[src/rtl/lcd_pkg.sv]
// Shared LCD constants and the text-scheduler state encoding.
package lcd_pkg;

    localparam int LINE_LENGTH = 16;
    localparam int FREQ        = 50_000_000;

    typedef enum logic [1:0] {
        IDLE,
        START,
        BUSY,
        DONE
    } sched_state_t;

    // Counter width for a count of n cycles, never narrower than one bit.
    function automatic int cnt_width(input int n);
        return (n < 2) ? 1 : $clog2(n);
    endfunction

endpackage

[src/rtl/lcd_text_scheduler.sv]
// Arbitrates two text requesters onto one LCD sender and resends the last text when idle too long.
// Latency: req in IDLE to send_text is 2 cycles; requesters hold req until their done pulse.
module lcd_text_scheduler #(
    parameter int LINE_LENGTH    = lcd_pkg::LINE_LENGTH,
    parameter int REFRESH_CYCLES = 5_000_000,
    parameter int TIMEOUT_CYCLES = 2_500_000
) (
    input  logic                     CLK,
    input  logic                     RESET,
    input  logic [1:0]               req,
    input  logic [8*LINE_LENGTH-1:0] req0_line1,
    input  logic [8*LINE_LENGTH-1:0] req0_line2,
    input  logic [8*LINE_LENGTH-1:0] req1_line1,
    input  logic [8*LINE_LENGTH-1:0] req1_line2,
    input  logic                     sending_done,
    output logic [1:0]               grant,
    output logic [1:0]               done,
    output logic                     timeout_err,
    output logic                     send_text,
    output logic [8*LINE_LENGTH-1:0] line1_out,
    output logic [8*LINE_LENGTH-1:0] line2_out
);

    import lcd_pkg::*;

    localparam int RW = cnt_width(REFRESH_CYCLES);
    localparam int TW = cnt_width(TIMEOUT_CYCLES);
    localparam logic [RW-1:0] REFRESH_LAST = RW'(REFRESH_CYCLES - 1);
    localparam logic [TW-1:0] TIMEOUT_LAST = TW'(TIMEOUT_CYCLES - 1);

    sched_state_t  state;
    logic          prio;        // requester favoured when both ask
    logic          text_valid;
    logic [RW-1:0] refresh_cnt;
    logic [TW-1:0] timeout_cnt;
    logic          win_idx;

    always_comb begin
        win_idx = prio;
        if (req == 2'b01) begin
            win_idx = 1'b0;
        end else if (req == 2'b10) begin
            win_idx = 1'b1;
        end
    end

    always_ff @(posedge CLK or posedge RESET) begin
        if (RESET) begin
            state       <= IDLE;
            prio        <= 1'b0;
            text_valid  <= 1'b0;
            refresh_cnt <= '0;
            timeout_cnt <= '0;
            grant       <= 2'b00;
            done        <= 2'b00;
            timeout_err <= 1'b0;
            send_text   <= 1'b0;
            line1_out   <= '0;
            line2_out   <= '0;
        end else begin
            send_text   <= 1'b0;
            done        <= 2'b00;
            timeout_err <= 1'b0;
            case (state)
                IDLE: begin
                    if (refresh_cnt != REFRESH_LAST) begin
                        refresh_cnt <= refresh_cnt + 1'b1;
                    end
                    if (req != 2'b00) begin
                        grant      <= win_idx ? 2'b10 : 2'b01;
                        line1_out  <= win_idx ? req1_line1 : req0_line1;
                        line2_out  <= win_idx ? req1_line2 : req0_line2;
                        text_valid <= 1'b1;
                        state      <= START;
                    end else if (text_valid && refresh_cnt == REFRESH_LAST) begin
                        // Refresh: resend the held text with no owner.
                        state <= START;
                    end
                end
                START: begin
                    send_text   <= 1'b1;
                    timeout_cnt <= '0;
                    state       <= BUSY;
                end
                BUSY: begin
                    if (sending_done) begin
                        state <= DONE;
                    end else if (timeout_cnt == TIMEOUT_LAST) begin
                        timeout_err <= 1'b1;
                        grant       <= 2'b00;
                        state       <= IDLE;
                    end else begin
                        timeout_cnt <= timeout_cnt + 1'b1;
                    end
                end
                DONE: begin
                    done        <= grant;
                    grant       <= 2'b00;
                    refresh_cnt <= '0;
                    if (grant != 2'b00) begin
                        prio <= ~grant[1];
                    end
                    state <= IDLE;
                end
                default: state <= IDLE;
            endcase
        end
    end

endmodule

[config.mk]
export PLATFORM = sky130hd
export DESIGN_NAME = lcd_text_scheduler
export DESIGN_NICKNAME = d
export VERILOG_FILES = /design/src/rtl/lcd_pkg.sv /design/src/rtl/lcd_text_scheduler.sv
export SDC_FILE = /design/constraint.sdc
export NUM_CORES = 1
export LEC_CHECK = 0
export ABC_AREA = 1
export CELL_PAD_IN_SITES_DETAIL_PLACEMENT = 1
export CELL_PAD_IN_SITES_GLOBAL_PLACEMENT = 1
export CORE_AREA = 2 2 303 305
export DETAILED_ROUTE_END_ITERATION = 10
export DIE_AREA = 0 0 305 307
export PLACE_DENSITY_LB_ADDON = 0.1
export RECOVER_POWER = 50
export SYNTH_ARGS = -nofsm -noshare
export SYNTH_HDL_FRONTEND = slang
export SYNTH_SLANG_ARGS = --single-unit
[constraint.sdc]
create_clock -name CLK -period 16.7 [get_ports CLK]
set_input_delay 2.505 -clock CLK [delete_from_list [all_inputs] [get_ports CLK]]
set_output_delay 2.505 -clock CLK [all_outputs]
set_load 0.03 [all_outputs]
==> flow_summary_export.csv, run 1 <==
group,metric,value,unit
sta,drv_slew,337,
power_and_ir_drop,finalPower,4.76,mW
layout,final_nets,3156,
setup_path,start_kind,"input port",
cts,hold_buffers,0,
layout,final_common_cell,"clkdlybuf4s50_1",
floorplanning,io_pins,779,
cts,cts-buffers-inserted,45,
logic_synthesis,syn_nets,2436,
logic_synthesis,syn_area,0.0149,mm²
floorplanning,die-area,0.0936,mm²
sta,hold_viol,0,
layout,post-route-util,27.7,%
route,ant_nets,0,
setup_path,critPathRequiredTime,17230,ps
hold_path,hold_path.class,"reg2reg",
run_status,status,"complete, but fails checks",
global_routing,grt_antenna_before_repair,23,
floorplanning,fp.dieH,307,µm
logic_synthesis,synth_edf_count,0,
sta,setup_violations,0,
cts,cts_root_buf,"clkbuf_16",
global_routing,grt_remaining_overflow,0,
setup_path,crit_arrival,9320,ps
setup_path,ff2ff_path_depth,8,
cts,cts.sinks,311,
route,drt_iter0_drc,816,
sta,grt_setup_unrepaired,"no",
setup_path,crit_fanout,80,
global_routing,grt_pass1_vias,17790,
hold_path,holdPathStages,1,
layout,syn_to_final_growth,69.1,%
route,wire_per_inst,22.8,µm
power_and_ir_drop,p_leak,9.97,nW
setup_path,cpMaxStageDelayCell,"clkinvlp_2",
cts,ctsHtreeMaxLevel,2,
global_routing,grt_util_all_layers,18.2,%
setup_path,worstPathCellList,"dlygate4sd3_1 -> clkinvlp_2 -> clkbuf_1 -> buf_4 -> buf_4",
setup_path,r2r_slack,11570,ps
route,wl,88.0,mm
sta,fin_tns_setup,0,ps
logic_synthesis,synth_cell_type_count,33,
placed_design,numPortBuffers,778,
global_routing,grt_pass1_wl,127,mm
logic_synthesis,synth_ff_type,"dfrtp_1",
route,drc,0,
layout,drive_above_1_share,3.41,%
sta,finClkSkew,17.6,ps
cts,cts_resized,0,
cts,clock_latency,570,ps
logic_synthesis,synth-seq-cells,311,
logic_synthesis,avgSynthCellArea,7.76,µm²
sta,maxSlewHeadroom,-170,%
sta,worstMarginPinSlew,4050,ps
setup_path,cpPeakStageDelay,2190,ps
sta,max_freq,114,MHz
floorplanning,die_x,305,µm
floorplanning,core,0.0907,mm²
job,cap_viol_max_count,6,
floorplanning,start_util,16.4,%
sta,min_period,8780,ps
layout,layout_common_cells,"clkdlybuf4s50_1 (580), a21oi_1 (515), nand2_1 (453), nor2_1 (335), dfrtp_1 (311)",
route,num_vias,16529,
global_routing,grt_max_degree,132,
logic_synthesis,yosysWarningCount,0,
run_status,violations,"capacitance limit, slew limit",
sta,period_share,52.6,%
logic_synthesis,netlist_instances,1917,
placed_design,hpwl,65.1,mm
route,firstDrtPassIters,4,
setup_path,cp-end-kind,"async pin",
logic_synthesis,synth-async-reset-ratio,100,%
floorplanning,num_rows,111,
route,routed_via_density,4.28,
cts,tritoncts,"yes",
cts,clk_pin_slew,50,ps
power_and_ir_drop,peakVddDrop,0.000121,V
placed_design,place_congestion,0.843,
setup_path,criticalPathCategory,"in2async",
cts,cts_setup_buffers,0,
logic_synthesis,synth.yosys.seq_area_share,52.3,%
power_and_ir_drop,p_per_area,189,mW/mm²
setup_path,crit_top_cell,"buf_4",
cts,clk_path_buf_depth,3,
[per-stage QoR]
step | worst slack (ps) | hold slack [ps] | area [µm²] | instances
detailed placement | 10490 | 483 | 23700 | 3776
finish | 7920 | 499 | 25100 | 3861
CTS | 11110 | 496 | 25200 | 3853
global placement | 10520 | 490 | 23700 | 3776
global route | 6670 | 523 | 25100 | 3860
floorplan | 5590 | 440 | 14900 | 1917
[flip-flops by register name, summed over array words and instances, names as in the netlist, 2 cells and up]
signal,flops
grant,2
done,2
state,2
line1_out,128
line2_out,128
refresh_cnt,23
timeout_cnt,22
[path summary, 6_finish.rpt]
kind / startpoint / endpoint
setup / recovery: RESET / line2_out[33]$_DFFE_PP0P_
hold / removal: text_valid$_DFFE_PP0P_ / text_valid$_DFFE_PP0P_
setup reg to reg: prio$_DFFE_PP0P_ / line2_out[86]$_DFFE_PP0P_
hold reg to reg: text_valid$_DFFE_PP0P_ / text_valid$_DFFE_PP0P_
max in group CLK: req[1] / line2_out[86]$_DFFE_PP0P_
min in group asynchronous: RESET / line1_out[11]$_DFFE_PP0P_
[synth_stat cells, types with 2 or more instances]
cell type  instances  share of area (%)
ha_1               2               0.17
inv_2              3              0.076
nor3_1             5               0.17
dfrtp_1          311                 52
nand2_1          451                 11
nand3_2            3               0.20
o21ai_1            6               0.20
buf_2             58                2.0
nor2_1           334                8.4
clkbuf_1          55                1.4
nor2_4             3               0.23
xnor2_1            2               0.12
nand4_1            9               0.38
xor2_1             8               0.47
nand3_1           52                1.7
a21oi_1          514                 17
o21bai_1           4               0.20
or2_2              5               0.21
nand2_4            2               0.15
o21ai_0           23               0.77
inv_1             50                1.3
buf_4              6               0.30
[cell type report]
cell class / count / area [µm²]
Sequential cell: 311 / 7780
Clock inverter: 3 / 47.5
Antenna cell: 8 / 20.0
Timing Repair Buffer: 794 / 7890
Fill cell: 10644 / 65500
Multi-Input combinational cell: 1430 / 6300
Clock buffer: 74 / 1400
Tap cell: 1186 / 1480
Inverter: 55 / 224
[logic make-up (layout without fill, tap and decap cells)]
logic type	after synthesis	after routing	share of synthesized area [%]
other	0	8	0
buffers and inverters	176	926	5.14
flip-flops	311	311	52.3
adder cells (fa/ha/maj)	2	2	0.168
XOR/XNOR	10	10	0.589
AND/OR/NAND/NOR	867	867	23.0
AO/OA/AOI/OAI	551	551	18.7
[worst max-delay path, delay by kind of cell]
| family | cells | cell delay (ps) |
|---|---|---|
| buffers and inverters | 5 | 6700 |
[power by group]
part           leakage, nW  total, mW  switching (mW)  internal, mW
Sequential            3.60       1.27           0.186          1.09
Clock                0.706      0.957           0.376         0.581
Combinational         5.67       2.53            1.69         0.842
[metal layers]
metal	GRT usage [%]	share of wire (%)
met1	21.4	41
met2	31.6	50
met3	5.83	7.3
met4	4.78	2.1
met5	0	0.15
Note: power is estimated with default switching activity, not from simulation.
==> inputs of run 2 (changes only) <==
clock period = 7.4 ns   (was 16.7 ns; I/O delays follow)
==> run 2 against run 1 <==
The flow still finishes with violations (capacitance limit, slew limit). Wire length down 0.36%. Critical endpoint is now line1_out[35]$_DFFE_PP0P_. Clock power is 120% higher. Critical path type unchanged. Largest power group unchanged. Non-clock buffer count decreased by 3.
==> flow_summary_export.csv, run 2 (synthesized netlist as in run 1, its figures left out) <==
group,metric,value,unit
run_status,status,"complete, but fails checks",
run_status,violations,"capacitance limit, slew limit",
layout,final_nets,3154,
sta,hold_viol,0,
layout,nFillCells,10680,
setup_path,r2r-start,"state[0]$_DFFE_PP0P_",
job,cap_viol_max_count,2,
placed_design,pre_cts_ws,3400,ps
sta,setup_ws,3510,ps
layout,final_common_cell,"clkdlybuf4s50_1",
floorplanning,start_util,16.4,%
global_routing,grt_util_met2,32.5,%
placed_design,place_congestion,0.830,
setup_path,crit_arrival,4450,ps
route,drc,0,
hold_path,holdPathStages,1,
cts,cts.sinks,311,
sta,fin_tns_setup,0,ps
setup_path,ff2ff_path_depth,7,
sta,grt_setup_unrepaired,"no",
global_routing,grt_antenna_before_repair,30,
layout,drive_above_1_share,3.56,%
floorplanning,fp.dieH,307,µm
global_routing,grt_max_degree,189,
cts,clk_pin_slew,50,ps
layout,layout_common_cells,"clkdlybuf4s50_1 (694), a21oi_1 (514), nand2_1 (453), nor2_1 (335), dfrtp_1 (311)",
route,ant_nets,0,
global_routing,grt_pass1_wl,127,mm
cts,clock_latency,570,ps
floorplanning,num_rows,111,
hold_path,hold_end,"text_valid$_DFFE_PP0P_",
sta,maxSlewHeadroom,-72.3,%
cts,hold_buffers,0,
global_routing,grt_pass1_vias,17722,
hold_path,min-delay-start,"text_valid$_DFFE_PP0P_",
floorplanning,io_pins,779,
cts,ctsHtreeMaxLevel,2,
sta,setup_violations,0,
cts,cts_root_buf,"clkbuf_16",
floorplanning,die-area,0.0936,mm²
setup_path,start_kind,"input port",
route,routed_via_density,4.27,
layout,syn_to_final_growth,69.3,%
route,drt_iter0_drc,814,
cts,tritoncts,"yes",
setup_path,cp-end-kind,"async pin",
placed_design,numPlacedInstances,3773,
floorplanning,core,0.0907,mm²
cts,cts_setup_buffers,0,
sta,finClkSkew,15.5,ps
power_and_ir_drop,peakVddDrop,0.000162,V
global_routing,top_usage_layer,"met2",
sta,max_freq,257,MHz
cts,cts_resized,0,
layout,final_cells,3861,
setup_path,crit_fanout,130,
sta,min_period,3890,ps
global_routing,grt_remaining_overflow,0,
power_and_ir_drop,p_per_area,430,mW/mm²
sta,period_share,52.6,%
route,num_vias,16471,
setup_path,critPathRequiredTime,7960,ps
setup_path,criticalPathCategory,"in2async",
hold_path,hold_path.class,"reg2reg",
global_routing,grt_util_all_layers,18.2,%
route,wire_per_inst,22.7,µm
floorplanning,die_x,305,µm
power_and_ir_drop,finalPower,10.8,mW
cts,cts-buffers-inserted,46,
setup_path,r2r-end,"line1_out[88]$_DFFE_PP0P_",
setup_path,r2r_slack,4540,ps
global_routing,gr-usage-met1,20.8,%
layout,largestRegisters,"line1_out x128, line2_out x128, refresh_cnt x23",
power_and_ir_drop,p_leak,10.0,nW
placed_design,hpwl,64.3,mm
global_routing,grtUsageMet3,6.22,%
sta,drv_slew,66,
cts,clk_path_buf_depth,3,
route,firstDrtPassIters,4,
placed_design,numPortBuffers,778,
route,wl,87.7,mm
sta,worstMarginPinSlew,2580,ps
[run 2: cell types whose count changed in the layout (fill, tap and decap cells not counted), moves of 2 or more]
cell | before | now
clkdlybuf4s50_1 | 580 | 694
dlygate4sd3_1 | 198 | 84
clkinv_2 | 0 | 9
buf_4 | 12 | 6
clkbuf_1 | 19 | 13
o21ai_0 | 29 | 23
o21ai_1 | 0 | 6
buf_12 | 0 | 5
clkbuf_8 | 12 | 9
diode_2 | 8 | 10
[run 2: power breakdown]
part / internal, mW / total [mW] / switching [mW]
registers: 2.46 / 2.89 / 0.432
clock network: 1.28 / 2.15 / 0.868
logic: 2.02 / 5.80 / 3.78
[run 2: worst max-delay path: stages]
cell and delay (ps):
dlygate4sd3_1 570, clkinvlp_4 80, clkbuf_1 1820, buf_12 500
[run 2: routing by layer]
layer  part of all wire [%]  up-vias
li1                       -     7735
met1                     39     8066
met2                     51      519
met3                    7.7      119
met4                    1.8       32
met5                   0.27        -
[run 2: worst max-delay path by stage]
| stage | startpoint | endpoint | slack [ps] | cells past startpoint |
|---|---|---|---|---|
| 6_report | RESET | line1_out[35]$_DFFE_PP0P_ | 3510 | 4 |
| 5_1_grt | RESET | line2_out[66]$_DFFE_PP0P_ | 3070 | 4 |
| 4_1_cts | req[1] | line2_out[34]$_DFFE_PP0P_ | 4030 | 7 |
| 3_5_place_dp | req[1] | line2_out[38]$_DFFE_PP0P_ | 3400 | 7 |
| 3_3_place_gp | req[1] | line1_out[123]$_DFFE_PP0P_ | 3420 | 7 |
| 2_1_floorplan | RESET | done[0]$_DFF_PP0_ | 2150 | 1 |
[run 2: area by class of cell]
cell class / instances / area, µm² / area share, %
timing repair buffer: 791 / 7940 / 31.5
sequential: 311 / 7780 / 30.9
multi-input combinational: 1430 / 6300 / 25.0
tap: 1186 / 1480 / 5.89
clock buffer: 67 / 1340 / 5.33
inverter: 55 / 226 / 0.899
clock inverter: 11 / 83.8 / 0.333
antenna: 10 / 25.0 / 0.0994
[run 2: metrics by stage]
stage	area [µm²]	hold slack, ps	util (%)
final	25200	496	27.8
after global routing	25200	512	27.8
after CTS	25200	496	27.8
after detailed placement	23800	461	26.2
after global placement	23800	453	26.2
after floorplan	14900	440	-
==> edit: new RTL, config.mk and constraints of run 2 <==
Set the parameter `REFRESH_CYCLES` to 1_250_000 (it was 5_000_000).
--- a/src/rtl/lcd_text_scheduler.sv
+++ b/src/rtl/lcd_text_scheduler.sv
@@ -3,5 +3,5 @@
 module lcd_text_scheduler #(
     parameter int LINE_LENGTH    = lcd_pkg::LINE_LENGTH,
-    parameter int REFRESH_CYCLES = 5_000_000,
+    parameter int REFRESH_CYCLES = 1_250_000,
     parameter int TIMEOUT_CYCLES = 2_500_000
 ) (
Function: no difference found for any inputs over 4 cycles, from zero or initial values and one cycle with RESET high; that may be too few to reach the edited logic, so the function may still have changed.
==> edit against run 2 <==
The run still ends with capacitance limit, slew limit left. Power is 0.37% higher. Clock skew grew 0.0075 ns. Non-clock buffer count unchanged. Sequential cell count decreased by 2. Setup slack got worse by 0.82 ns. Design area fell by 0.62%. Area after synthesis fell by 0.78%. Wire length up 1.3%. Critical path type is now input pin to flop. Largest cell class unchanged.
==> edit: results (changes against run 2) <==
run_status:
  run_status: "complete, but fails checks"
  failing_checks: "capacitance limit, slew limit"
power:
  vdd_drop_max_uv: 314.7  # +94%
  net-switching-power_uw: 5107  # +0.58%
  static-leakage-power_uw: 0.009936  # -0.93%
setup_path:
  worstSetupStartpoint: "req[1]"
  cp_max_fo: 119  # -8.5%
  critPathArrivalTime_ns: 5.21  # +0.76 ns
  crit_path_end: "line1_out[98]"
  regToRegSetupSlack_ns: 3.30  # -1.24 ns
  crit_path_max_incr_delay_ns: 2.04  # +0.22 ns
route:
  via_count: 16520  # +0.29%
  routed_via_density: 4.292  # +0.60%
  drt_iter0_drc: 783  # -3.8%
  route.final.wire_length_mm: 88.85  # +1.3%
placed_design:
  post-place-cells: 3755  # -0.48%
  routabilityCongestion: 0.8451  # +1.8%
  place_hpwl_mm: 65.33  # +1.7%
  placed_area_um2: 23640  # -0.56%
yosys:
  adder_and_majority_cell_fraction_of_the_synthesized_area: 0.001696  # +0.00001327
  synth.lib_cells_used.distinct: 32  # -3.0%
  synth_seq_cells: 309  # -0.64%
  yosys.area_share.xor_xnor: 0.004155  # -0.001734
  ys_top_cells_by_count: "sky130_fd_sc_hd__a21oi_1 (513), sky130_fd_sc_hd__nand2_1 (436), sky130_fd_sc_hd__nor2_1 (339), sky130_fd_sc_hd__dfrtp_1 (309), sky130_fd_sc_hd__buf_2 (82)"
  synthesis.nets: 2418  # -0.74%
  synth_compound_gate_area_share: 0.1890  # +0.001647
finish:
  layout_nets: 3136  # -0.57%
  reg_top3: "line1_out (128), line2_out (128), timeout_cnt (22)"
  num-nonclk-inverters: 52  # -5.5%
  area_delta_synth_final_pct: 69.61
  layout.buffer.nonclock.area_share: 0.3168  # +0.001520
  n_fill_cell: 10660  # -0.18%
  fraction_of_final_layout_cells_with_drive_strength_greater_than_1: 0.03288  # -0.002767
  fraction_of_area_in_multi_input_gates: 0.2489  # -0.001286
  clkbuf_count: 72  # +7.5%
  nMultiInputCombCells: 1417  # -0.91%
  final-clk-cell-share: 0.05589  # -0.0006962
sta:
  clock_skew_ns: 0.02302  # +0.007476 ns
  worst_pin_slew_ns: 3.206  # +0.6223 ns
  fin_ws_ns: 2.693  # -0.8159 ns
  slew_viol_final: 148  # +120%
global_routing:
  grt_pass1_vias: 17670  # -0.29%
  total_grt_usage: 0.1828  # +0.001167
  global_route_wire_length_before_repair_mm: 126.9  # -0.35%
  maximum_number_of_pins_on_one_net_before_global_route_repair: 163  # -14%
flow_run:
  max_cap_violations: 2  # unchanged
worst_hold_path:
  hold_depth: 2  # +1
edit: cell types whose count changed in the layout (fill, tap and decap cells not counted), sizes merged, moves of 4 or more:
cell,change
nand2,-14
clkdlybuf4s50,+6
clkinv,-8
clkbuf,+5
dlygate4sd3,-6
diode,+7
nor2,+4
edit: layer usage:
| layer | GRT usage | routed length [um] | vias to the layer above |
|---|---|---|---|
| met5 | 0 | 202 | - |
| met2 | 0.3121 | 43880 | 549 |
| met3 | 0.06919 | 7523 | 130 |
| met1 | 0.2092 | 34950 | 8103 |
| li1 | - | - | 7706 |
| met4 | 0.06148 | 2294 | 30 |
edit: power groups by stage:
stage | clock, uW | sequential (uW) | combinational, uW
floorplan | 0 | 4250 | 1850
global placement | 0 | 2890 | 5980
detailed placement | 0 | 2920 | 6050
CTS | 2230 | 2900 | 6060
global route | 2280 | 2990 | 6330
finish | 2130 | 2880 | 5860
